$ cat config.mk
export PLATFORM = sky130hd
export DESIGN_NAME = snoop_bus_arbiter_flat
export DESIGN_NICKNAME = d
export VERILOG_FILES = /design/src/rtl/snoop_bus_arbiter_pkg.sv /design/src/rtl/snoop_bus_arbiter_if.sv /design/src/rtl/snoop_bus_arbiter_rr.sv /design/src/rtl/snoop_bus_arbiter.sv /design/src/flat_wrapper.sv
export SDC_FILE = /design/constraint.sdc
export NUM_CORES = 1
export LEC_CHECK = 0
export ABC_AREA = 1
export BUFFER_PORTS_ARGS = -buffer_cell sky130_fd_sc_hd__buf_2
export CORE_UTILIZATION = 50
export DETAILED_ROUTE_END_ITERATION = 12
export PLACE_DENSITY = 0.84
export SLEW_MARGIN = 20
export SYNTH_ARGS = -nofsm -noshare
export SYNTH_HDL_FRONTEND = slang
export SYNTH_SLANG_ARGS = --single-unit
$ cat constraint.sdc
create_clock -name clock -period 5.63 [get_ports clock]
set_clock_uncertainty 0.1 [all_clocks]
set_input_delay 0.2815 -clock clock [delete_from_list [all_inputs] [get_ports clock]]
set_output_delay 0.2815 -clock clock [all_outputs]
set_load 0.01 [all_outputs]
$ cat src/rtl/snoop_bus_arbiter_pkg.sv
// snoop_pkg: bus message codes, cache state codes and arbiter FSM states
package snoop_pkg;
  typedef enum logic [2:0] {
    BUS_NONE    = 3'b000,
    BUS_RD_MISS = 3'b001,
    BUS_WR_MISS = 3'b010,
    BUS_INVAL   = 3'b011
  } bus_msg_e;
  typedef enum logic [1:0] {
    INVALID   = 2'b00,
    SHARED    = 2'b01,
    EXCLUSIVE = 2'b10
  } cache_state_e;
  typedef enum logic [2:0] {IDLE, OWN_WB, BCAST, SNOOP, REMOTE_WB, FILL, DONE} arb_state_e;
  function automatic logic msg_legal(input logic [2:0] m);
    return m == BUS_RD_MISS || m == BUS_WR_MISS || m == BUS_INVAL;
  endfunction
endpackage

$ cat src/rtl/snoop_bus_arbiter_if.sv
// snoop_bus_arbiter_if: processor, snoop and memory signals of the shared snooping bus
interface snoop_bus_arbiter_if #(parameter int N_PROC = 4);
  logic [N_PROC-1:0]   req, req_wb, gnt, snoop_ack, snoop_wb, done;
  logic [3*N_PROC-1:0] req_msg;
  logic                bus_valid, mem_req, mem_we, mem_done, err;
  logic [2:0]          bus_msg;
  logic [1:0]          bus_owner;
  modport master (
    input  req, req_msg, req_wb, snoop_ack, snoop_wb, mem_done,
    output gnt, bus_valid, bus_msg, bus_owner, mem_req, mem_we, done, err
  );
  modport slave (
    output req, req_msg, req_wb, snoop_ack, snoop_wb, mem_done,
    input  gnt, bus_valid, bus_msg, bus_owner, mem_req, mem_we, done, err
  );
endinterface

$ cat src/rtl/snoop_bus_arbiter_rr.sv
// rr_arbiter: combinational round-robin pick starting after the last owner
module rr_arbiter #(parameter int N = 4) (
  input  logic [N-1:0] req,
  input  logic [1:0]   last,
  output logic [N-1:0] gnt,
  output logic [1:0]   idx,
  output logic         any
);
  localparam logic [N-1:0] ONE = {{(N-1){1'b0}}, 1'b1};
  always_comb begin
    gnt = '0;
    idx = '0;
    // walk the search order backwards so the closest requester overwrites the rest
    for (int k = N; k >= 1; k--) begin
      if (|(req & (ONE << ((int'(last) + k) % N)))) begin
        gnt = ONE << ((int'(last) + k) % N);
        idx = 2'((int'(last) + k) % N);
      end
    end
  end
  assign any = |req;
endmodule

$ cat src/rtl/snoop_bus_arbiter.sv
// snoop_bus_arbiter: round-robin snooping bus arbiter and transaction sequencer
module snoop_bus_arbiter
  import snoop_pkg::*;
#(
  parameter int N_PROC        = 4,
  parameter int SNOOP_TIMEOUT = 15
) (
  input logic                 clock,
  input logic                 reset_n,
  snoop_bus_arbiter_if.master bus
);
  arb_state_e        state_q, state_d;
  logic [N_PROC-1:0] gnt_q, gnt_d, done_q, done_d, ack_q, ack_d, pick_gnt, acks;
  logic [1:0]        owner_q, owner_d, last_q, last_d, bus_owner_q, bus_owner_d, pick_idx;
  logic [2:0]        msg_q, msg_d, bus_msg_q, bus_msg_d, pick_msg;
  logic [7:0]        timer_q, timer_d;
  logic              wb_seen_q, wb_seen_d, bus_valid_q, bus_valid_d, mem_req_q, mem_req_d;
  logic              mem_we_q, mem_we_d, err_q, err_d;
  logic              pick_any, pick_wb, mem_hit, all_ack, seen, timeout;

  rr_arbiter #(.N(N_PROC)) u_rr (
    .req(bus.req),
    .last(last_q),
    .gnt(pick_gnt),
    .idx(pick_idx),
    .any(pick_any)
  );

  assign pick_msg = 3'(bus.req_msg >> (3 * pick_idx));
  assign pick_wb  = |(bus.req_wb & pick_gnt);
  assign mem_hit  = mem_req_q & bus.mem_done;
  // gnt_q is the owner mask for the whole transaction; the owner never acks itself
  assign acks     = ack_q | (bus.snoop_ack & ~gnt_q);
  assign all_ack  = &(acks | gnt_q);
  assign seen     = wb_seen_q | |(bus.snoop_ack & bus.snoop_wb & ~gnt_q);
  assign timeout  = 9'(timer_q) + 9'd1 == 9'(SNOOP_TIMEOUT);

  always_comb begin
    state_d   = state_q;
    gnt_d     = gnt_q;
    owner_d   = owner_q;
    msg_d     = msg_q;
    ack_d     = ack_q;
    wb_seen_d = wb_seen_q;
    timer_d   = timer_q;
    last_d    = last_q;
    err_d     = 1'b0;
    case (state_q)
      IDLE: if (pick_any) begin
        gnt_d   = pick_gnt;
        owner_d = pick_idx;
        msg_d   = pick_msg;
        state_d = pick_wb ? OWN_WB : msg_legal(pick_msg) ? BCAST : DONE;
        err_d   = !pick_wb && !msg_legal(pick_msg);
      end
      OWN_WB: if (mem_hit) begin
        state_d = msg_legal(msg_q) ? BCAST : DONE;
        err_d   = !msg_legal(msg_q);
      end
      BCAST: begin
        state_d   = SNOOP;
        ack_d     = '0;
        wb_seen_d = 1'b0;
        timer_d   = '0;
      end
      SNOOP: begin
        ack_d     = acks;
        wb_seen_d = seen;
        timer_d   = timer_q + 8'd1;
        if (all_ack || timeout) begin
          state_d = seen ? REMOTE_WB : msg_q == BUS_INVAL ? DONE : FILL;
          err_d   = !all_ack;
        end
      end
      REMOTE_WB: state_d = mem_hit ? FILL : REMOTE_WB;
      FILL:      state_d = mem_hit ? DONE : FILL;
      DONE: begin
        state_d = IDLE;
        gnt_d   = '0;
        last_d  = owner_q;
      end
      default: state_d = IDLE;
    endcase
    bus_valid_d = state_d == BCAST;
    bus_msg_d   = state_d == BCAST ? msg_d : BUS_NONE;
    bus_owner_d = state_d == IDLE ? 2'd0 : owner_d;
    mem_req_d   = state_d == OWN_WB || state_d == REMOTE_WB || state_d == FILL;
    mem_we_d    = state_d == OWN_WB || state_d == REMOTE_WB;
    done_d      = state_d == DONE ? gnt_d : '0;
  end

  always_ff @(posedge clock or negedge reset_n) begin
    if (!reset_n) begin
      state_q     <= IDLE;
      gnt_q       <= '0;
      owner_q     <= '0;
      msg_q       <= BUS_NONE;
      ack_q       <= '0;
      wb_seen_q   <= 1'b0;
      timer_q     <= '0;
      last_q      <= 2'(N_PROC - 1);
      bus_valid_q <= 1'b0;
      bus_msg_q   <= BUS_NONE;
      bus_owner_q <= '0;
      mem_req_q   <= 1'b0;
      mem_we_q    <= 1'b0;
      done_q      <= '0;
      err_q       <= 1'b0;
    end else begin
      state_q     <= state_d;
      gnt_q       <= gnt_d;
      owner_q     <= owner_d;
      msg_q       <= msg_d;
      ack_q       <= ack_d;
      wb_seen_q   <= wb_seen_d;
      timer_q     <= timer_d;
      last_q      <= last_d;
      bus_valid_q <= bus_valid_d;
      bus_msg_q   <= bus_msg_d;
      bus_owner_q <= bus_owner_d;
      mem_req_q   <= mem_req_d;
      mem_we_q    <= mem_we_d;
      done_q      <= done_d;
      err_q       <= err_d;
    end
  end

  assign bus.gnt       = gnt_q;
  assign bus.bus_valid = bus_valid_q;
  assign bus.bus_msg   = bus_msg_q;
  assign bus.bus_owner = bus_owner_q;
  assign bus.mem_req   = mem_req_q;
  assign bus.mem_we    = mem_we_q;
  assign bus.done      = done_q;
  assign bus.err       = err_q;
endmodule

$ cat src/flat_wrapper.sv
// flat-port wrapper written by rule: the top's interface ports become plain ports
module snoop_bus_arbiter_flat import snoop_pkg::*;
#(
  parameter int N_PROC        = 4,
  parameter int SNOOP_TIMEOUT = 15
)
  (clock, reset_n, bus_req, bus_req_msg, bus_req_wb, bus_snoop_ack, bus_snoop_wb, bus_mem_done, bus_gnt, bus_bus_valid, bus_bus_msg, bus_bus_owner, bus_mem_req, bus_mem_we, bus_done, bus_err);
  snoop_bus_arbiter_if #(.N_PROC(N_PROC)) bus_i ();
  input logic clock;
  input logic reset_n;
  input wire logic [$bits(bus_i.req)-1:0] bus_req;
  input wire logic [$bits(bus_i.req_msg)-1:0] bus_req_msg;
  input wire logic [$bits(bus_i.req_wb)-1:0] bus_req_wb;
  input wire logic [$bits(bus_i.snoop_ack)-1:0] bus_snoop_ack;
  input wire logic [$bits(bus_i.snoop_wb)-1:0] bus_snoop_wb;
  input wire logic [$bits(bus_i.mem_done)-1:0] bus_mem_done;
  output wire logic [$bits(bus_i.gnt)-1:0] bus_gnt;
  output wire logic [$bits(bus_i.bus_valid)-1:0] bus_bus_valid;
  output wire logic [$bits(bus_i.bus_msg)-1:0] bus_bus_msg;
  output wire logic [$bits(bus_i.bus_owner)-1:0] bus_bus_owner;
  output wire logic [$bits(bus_i.mem_req)-1:0] bus_mem_req;
  output wire logic [$bits(bus_i.mem_we)-1:0] bus_mem_we;
  output wire logic [$bits(bus_i.done)-1:0] bus_done;
  output wire logic [$bits(bus_i.err)-1:0] bus_err;
  assign bus_i.req = bus_req;
  assign bus_i.req_msg = bus_req_msg;
  assign bus_i.req_wb = bus_req_wb;
  assign bus_i.snoop_ack = bus_snoop_ack;
  assign bus_i.snoop_wb = bus_snoop_wb;
  assign bus_i.mem_done = bus_mem_done;
  assign bus_gnt = bus_i.gnt;
  assign bus_bus_valid = bus_i.bus_valid;
  assign bus_bus_msg = bus_i.bus_msg;
  assign bus_bus_owner = bus_i.bus_owner;
  assign bus_mem_req = bus_i.mem_req;
  assign bus_mem_we = bus_i.mem_we;
  assign bus_done = bus_i.done;
  assign bus_err = bus_i.err;
  snoop_bus_arbiter #(.N_PROC(N_PROC), .SNOOP_TIMEOUT(SNOOP_TIMEOUT)) u_core (.clock(clock), .reset_n(reset_n), .bus(bus_i));
endmodule
**Word level (Yosys, flattened, before mapping)**

Index checks and enable logic that the tools add are counted.

- Register bits after elaboration: 40
- Input port bits: 31
- Output and inout port bits: 17
- Word-level logic and storage cells: 124

- $add $sub $neg: 6
- Multipliers: 1
- Equality and inequality tests: 18
- Shifts and indexed selects: 5
- Mux-type cells: 35
- Bitwise logic cells: 17
- Reduce and logical (&&, ||, !) cells: 27

Operator list:

| operator | number |
|---|---|
| 1-bit by 32-bit << shifter with 4-bit output (first input constant) | 4 |
| 4-bit AND | 8 |
| 3-bit 2-to-1 mux | 10 |
| 4-bit OR reduction | 7 |
| 4-bit 2-to-1 mux | 6 |
| 3-bit by 2-bit == test with 1-bit output (second input constant) | 7 |
| 3-bit == test (second input constant) | 6 |
| 2-bit 2-to-1 mux | 9 |
| 3-bit one-hot mux with 6 select lines | 1 |
| 4-bit one-hot mux with 2 select lines | 2 |
| 8-bit one-hot mux with 2 select lines | 1 |
| 3-bit by 1-bit == test with 1-bit output (second input constant) | 4 |
| 12-bit by 4-bit right shift with 3-bit output | 1 |
| 8-bit by 1-bit adder with 9-bit output (second input constant) | 1 |
| 9-bit by 4-bit == test with 1-bit output (second input constant) | 1 |
| 8-bit by 1-bit adder with 8-bit output (second input constant) | 1 |
| 4-bit OR | 2 |
| 2-bit OR reduction | 4 |
| 1-bit logical OR | 7 |
| 3-bit zero test | 2 |
| 2-bit by 1-bit adder with 2-bit output (second input constant) | 2 |
| 2-bit adder (second input constant) | 2 |
| 1-bit AND (first input constant) | 4 |
| 1-bit zero test | 4 |
| 10 further kinds | 13 |

**Depth between registers and ports, before layout**

- Word-level depth: 22
- Gate-level depth with buffers: 22
- Mapped depth without buffers: 21

**Cells and area by module**

A second synthesis with hierarchy kept.

- Cell total of the unflattened synthesis: 365
- Area total of the unflattened synthesis: 2620.0 µm²

By module, submodules not included:

| module | times used | cells an instance | area an instance (µm²) | sequential area each (µm²) |
|---|---|---|---|---|
| snoop_bus_arbiter | 1 | 264 | 2102.0 | 1003.5 |
| rr_arbiter | 1 | 101 | 518.0 | 0.0 |

**Worst setup path after synthesis**

No wires, ideal clock.

- Path type: register -> register
- From: reg u_core.last_q[0]
- To: reg u_core.bus_owner_q[1] (netlist: u_core.bus.bus_owner[1])
- Arrival: 2201 ps
- Required time: 5405 ps
- Path slack: 3203 ps
- Stages on the path, launching flop included: 21
- Cell sequence: dfstp_2 -> inv_1 -> ha_1 -> nand2_1 -> nand2_2 -> nor2_4 -> nand2_1 -> nand2_1 -> nand2_4 -> nand2_8 -> inv_4 -> nand2_1 -> nand2_1 -> nand2_1 -> nand2_1 -> inv_2 -> nand2_2 -> nand2_4 -> nand3_4 -> nor2_2 -> nor2_1

- Word-level cells in the longest chain between the ends: 21

RTL lines:

| what | line | text |
|---|---|---|
| from (decl) | snoop_bus_arbiter.sv:14 | `logic [1:0] owner_q, owner_d, last_q, last_d, bus_owner_q, bus_owner_d, pick_idx;` |
| from (signal assigned) | snoop_bus_arbiter.sv:101 | `last_q <= 2'(N_PROC - 1);` |
| from (signal assigned) | snoop_bus_arbiter.sv:117 | `last_q <= last_d;` |
| 2-bit by 1-bit adder with 2-bit output | snoop_bus_arbiter_rr.sv:15, snoop_bus_arbiter_rr.sv:16, snoop_bus_arbiter_rr.sv:17 |  |
| 2-bit OR reduction (no source line) | - |  |
| 1-bit AND (no source line) | - |  |
| 1-bit by 32-bit << shifter with 4-bit output | snoop_bus_arbiter_rr.sv:15, snoop_bus_arbiter_rr.sv:16 |  |
| 4-bit AND | snoop_bus_arbiter_rr.sv:15 | `if (\|(req & (ONE << ((int'(last) + k) % N)))) begin` |
| 4-bit OR reduction | snoop_bus_arbiter_rr.sv:15 |  |
| 2-bit 2-to-1 mux (4 in series) | snoop_bus_arbiter_rr.sv:15 |  |
| 2-bit by 2-bit multiplier with 4-bit output | snoop_bus_arbiter.sv:29 | `assign pick_msg = 3'(bus.req_msg >> (3 * pick_idx));` |
| (+4 left out) | - |  |
| 3-bit 2-to-1 mux | snoop_bus_arbiter.sv:53 | `state_d = pick_wb ? OWN_WB : msg_legal(pick_msg) ? BCAST : DONE;` |
| 3-bit 2-to-1 mux (*) | snoop_bus_arbiter.sv:53 |  |
| 3-bit 2-to-1 mux (*) | snoop_bus_arbiter.sv:49 | `IDLE: if (pick_any) begin` |
| 3-bit one-hot mux with 6 select lines (*) | snoop_bus_arbiter.sv:48 | `case (state_q)` |
| net u_core.state_d[2] | snoop_bus_arbiter.sv:12 | `arb_state_e state_q, state_d;` |
| 3-bit zero test (*) | snoop_bus_arbiter.sv:86 | `bus_owner_d = state_d == IDLE ? 2'd0 : owner_d;` |
| 2-bit 2-to-1 mux (*) | snoop_bus_arbiter.sv:86 |  |
| net u_core.bus_owner_d[1] | snoop_bus_arbiter.sv:14 |  |
| to (signal assigned) | snoop_bus_arbiter.sv:120 | `bus_owner_q <= bus_owner_d;` |
| to (decl) | snoop_bus_arbiter.sv:14 |  |

The timed path passes the listed nets; every way through them passes the cells marked *.
A chain may end at the register's enable or synchronous reset.

**Worst setup path after layout**

- From: reg u_core.last_q[0]
- To: reg u_core.done_q[2] (netlist: u_core.bus.done[2])

- Word-level cells in the longest chain between the ends: 21

RTL lines:

| what | line | text |
|---|---|---|
| 2-bit by 1-bit adder with 2-bit output | snoop_bus_arbiter_rr.sv:15, snoop_bus_arbiter_rr.sv:16, snoop_bus_arbiter_rr.sv:17 |  |
| 2-bit OR reduction (no source line) | - |  |
| 1-bit AND (no source line) | - |  |
| 1-bit by 32-bit << shifter with 4-bit output | snoop_bus_arbiter_rr.sv:15, snoop_bus_arbiter_rr.sv:16 |  |
| 4-bit AND | snoop_bus_arbiter_rr.sv:15 |  |
| 4-bit OR reduction | snoop_bus_arbiter_rr.sv:15 |  |
| 2-bit 2-to-1 mux (4 in series) | snoop_bus_arbiter_rr.sv:15 |  |
| 2-bit by 2-bit multiplier with 4-bit output | snoop_bus_arbiter.sv:29 |  |
| 12-bit by 4-bit right shift with 3-bit output | snoop_bus_arbiter.sv:29 |  |
| 3-bit by 1-bit == test with 1-bit output or 3-bit by 2-bit == test with 1-bit output (tied branches) | snoop_bus_arbiter_pkg.sv:16 | `return m == BUS_RD_MISS \|\| m == BUS_WR_MISS \|\| m == BUS_INVAL;` |
| 1-bit logical OR (2 in series) | snoop_bus_arbiter_pkg.sv:16 |  |
| 3-bit 2-to-1 mux (2 in series) | snoop_bus_arbiter.sv:53 |  |
| 3-bit 2-to-1 mux | snoop_bus_arbiter.sv:49 |  |
| 3-bit one-hot mux with 6 select lines | snoop_bus_arbiter.sv:48 |  |
| 3-bit == test | snoop_bus_arbiter.sv:89 | `done_d = state_d == DONE ? gnt_d : '0;` |
| 4-bit 2-to-1 mux (*) | snoop_bus_arbiter.sv:89 |  |
| net u_core.done_d[2] | snoop_bus_arbiter.sv:13 | `logic [N_PROC-1:0] gnt_q, gnt_d, done_q, done_d, ack_q, ack_d, pick_gnt, acks;` |
| to (signal assigned) | snoop_bus_arbiter.sv:123 | `done_q <= done_d;` |
| to (decl) | snoop_bus_arbiter.sv:13 |  |

Marks and branches as above.

==> flow_summary.yaml <==
finish:
  n_antenna_cell: 0
  synthToLayoutAreaGrowth_pct: 15.35
  instances_no_fill: 487
  final_common_cell: "nand2_1"
  seqCellArea_um2: 1003
  layout_common_cells: "111 x nand2_1, 47 x buf_2, 45 x inv_1, 38 x dfrtp_1, 24 x nand3_1"
  num-nets-final: 453
  multiInputGateArea_um2: 1424
  fillers: 503
  drive_above_1_share_pct: 26.38
routing:
  drcViolationCount: 0
  vias: 2420
  dr.pass1.iters: 4
  drt-initial-drc-count: 92
  wire_per_inst_um: 11.87
  wl_mm: 5.783
  ant_nets: 0
  avgViaCountPerCell: 4.969
timing:
  max-slew-margin-rel_pct: 39.51
  min_period_ps: 2735
  max_freq_ghz: 0.3656
  hold_viol_final: 0
  drv_slew: 0
  grt_setup_unrepaired: "no"
  min_period_over_period_pct: 48.58
  fin_setup_tns_ps: 0
  finalSetupViolCount: 0
  worst_slew_pin_slew_ps: 907.3
global_route:
  grt_pass1_vias: 2306
  grt_max_degree: 41
  grt_pass1_wl_mm: 9.729
  grt.total_usage_pct: 22.87
  grt_antenna_before_repair: 0
  overflow: 0
flow_run:
  drv_cap: 0
critical_path:
  end_kind: "register"
  crit_required_ps: 5720
  critical_path_class: "register to register"
  cp.arrival_ps: 2830
  critPathMaxFanout: 7
  startpoint_type: "register"
placement:
  portBuffers: 47
  placedCellCount: 479
  dp_hpwl_mm: 4.432
  place.gp.congestion: 0.8678
yosys:
  ys_ff_latch: 40
  syn_area_um2: 2681
  synthCells: 365
  syn_avg_cell_area_um2: 7.346
  syn_nets: 402
  ys_seq_area_share_pct: 37.42
  synth_warnings: 0
  synthDistinctLibCells: 42
power_and_ir_drop:
  power_frac_seq_pct: 25.2
  clockPowerShare_pct: 13.1
  leakagePower_nw: 1.670
  switching_share_pct: 50.54
  combPwrFrac_pct: 61.7
  ir_drop_mv: 0.3117
  pwr_density_cell_nw_per_um2: 598.5
  switchingPower_mw: 0.9355
  intPower_mw: 0.9155
floorplan:
  rows: 26
  boundaryPins: 48
  die_w_um: 75.23
  dieArea_um2: 5660
  initial_core_util_pct: 52.17
  fp.dieH_um: 75.23
  core_um2: 5140
clock_tree:
  path_clk_slew_ps: 80
  numCtsBuffers: 5
  cts-root-buf: "clkbuf_8"
  insertion_delay_ps: 300
  cts_tree: "yes"
  cts_hold_buffers: 0
  htree_levels: 2
  cts.sinks: 40
  clockBufferDepth: 2
  post_cts_resized: 0
  postCtsSetupBuffers: 0
status:
  status: "complete, no violations"
worst_hold_path:
  hp-class: "input port to asynchronous set/reset pin"
==> kinds of logic after synthesis <==
family	Yosys count	share of synthesized area [%]
other	1	0.1399
xor gates and xnor gates	4	1.306
adders and majority gates	6	2.800
DFF	40	37.42
and+or+nand+nor	203	38.12
AOI/OAI and AO/OA	48	10.73
buffers and inverters	63	9.473
==> power groups by stage <==
stage / Sequential, mW / Clock, mW / Combinational [mW]
2_1_floorplan: 0.475 / 0 / 0.893
3_3_place_gp: 0.470 / 0 / 1.10
3_5_place_dp: 0.472 / 0 / 1.13
4_1_cts: 0.466 / 0.249 / 1.14
5_1_grt: 0.480 / 0.257 / 1.30
6_report: 0.466 / 0.243 / 1.14
==> critical path, cell delays in order, from the launching register on <==
cell      delay [ps]
dfstp_2          550
inv_1            110
ha_1             320
nand2_1          130
nand2_2           80
nor2_4           180
nand3_1          100
nand3_1           90
nand2_1           60
a21boi_0         230
nor2_1            70
nand3_1          140
nand2_2           90
nand3_4          130
clkinv_1         100
nand2_4          110
nor2_2            40
==> area by class of cell <==
cell class / instances / share of cell area [%]
inverter: 60 / 7.362
multi-input combinational: 262 / 46.04
sequential: 40 / 32.44
clock inverter: 3 / 1.497
timing repair buffer: 47 / 7.605
tap: 70 / 2.832
clock buffer: 5 / 2.225
==> worst paths after layout <==
kind | from | end | slack, ps | depth (start not counted)
max | u_core.last_q[0] | u_core.bus.done[2] | 2900 | 16
min | reset_n | u_core.ack_q[2] | 3 | 1
max reg2reg | u_core.last_q[0] | u_core.bus.done[2] | 2900 | 16
min reg2reg | u_core.wb_seen_q | u_core.wb_seen_q | 400 | 2
max in group asynchronous | reset_n | u_core.state_q[2] | 4860 | 1
min in group clock | bus_snoop_ack[2] | u_core.ack_q[2] | 220 | 3
==> state kept, by name, indices dropped and copies added (netlist names), 3 cells and up <==
signal,flops
u_core.bus.done,4
u_core.bus.bus_msg,3
u_core.ack_q,4
u_core.bus.gnt,4
u_core.timer_q,8
u_core.state_q,3
u_core.msg_q,3
==> metal layers <==
layer / up-vias / wire length [µm] / global-route usage [%]
met5: - / 0 / 0
met4: 0 / 198 / 12.35
met2: 61 / 2678 / 37.34
met3: 18 / 214 / 4.552
li1: 1244 / - / -
met1: 1097 / 2692 / 28.62
==> metrics by stage <==
stage               instance area [µm²]  total power [mW]  hold slack, ps  utilization (%)  setup slack, ps
floorplan                          2681             1.368          -114.1                -             3203
global placement                   2978             1.571           339.3            57.94             2995
detailed placement                 2978             1.602           353.2            57.94             2914
CTS                                3093             1.853           21.29            60.18             2911
global route                       3093             2.040           69.08            60.18             2650
finish                             3093             1.851           3.215            60.18             2895
==> cell usage after synthesis <==
library cell    n  share of area [%]
nand2_1       111                 16
inv_1          45                6.3
dfrtp_1        38                 35
nand3_1        24                4.5
nor2_1         21                2.9
o21ai_0        21                3.9
nand2_2        15                3.5
inv_2          11                1.5
a21oi_1         8                1.5
nor2_2          8                1.9
ha_1            6                2.8
nand2_4         5                2.1
o211ai_1        5                1.4
o21a_1          4                1.1
xor2_1          4                1.3
clkinv_1        3               0.42
nor3_2          3                1.1
buf_6           2               0.84
dfstp_2         2                2.0
nand3_4         2                1.3
nand3b_1        2               0.56
nand4_1         2               0.47
nor3_1          2               0.37
o22ai_1         2               0.47
or2_2           2               0.47
a21boi_0        1               0.28
a21oi_2         1               0.33
a22o_1          1               0.33
a31oi_1         1               0.23
a32oi_1         1               0.33
clkbuf_1        1               0.14
conb_1          1               0.14
inv_4           1               0.23
nand2_8         1               0.75
nand4_4         1               0.79
nor2_4          1               0.42
nor2_8          1               0.75
nor4_2          1               0.47
o2111ai_1       1               0.33
o21ai_1         1               0.19
o32ai_1         1               0.33
or2_1           1               0.23
Note: power is estimated with default switching activity, not from simulation.
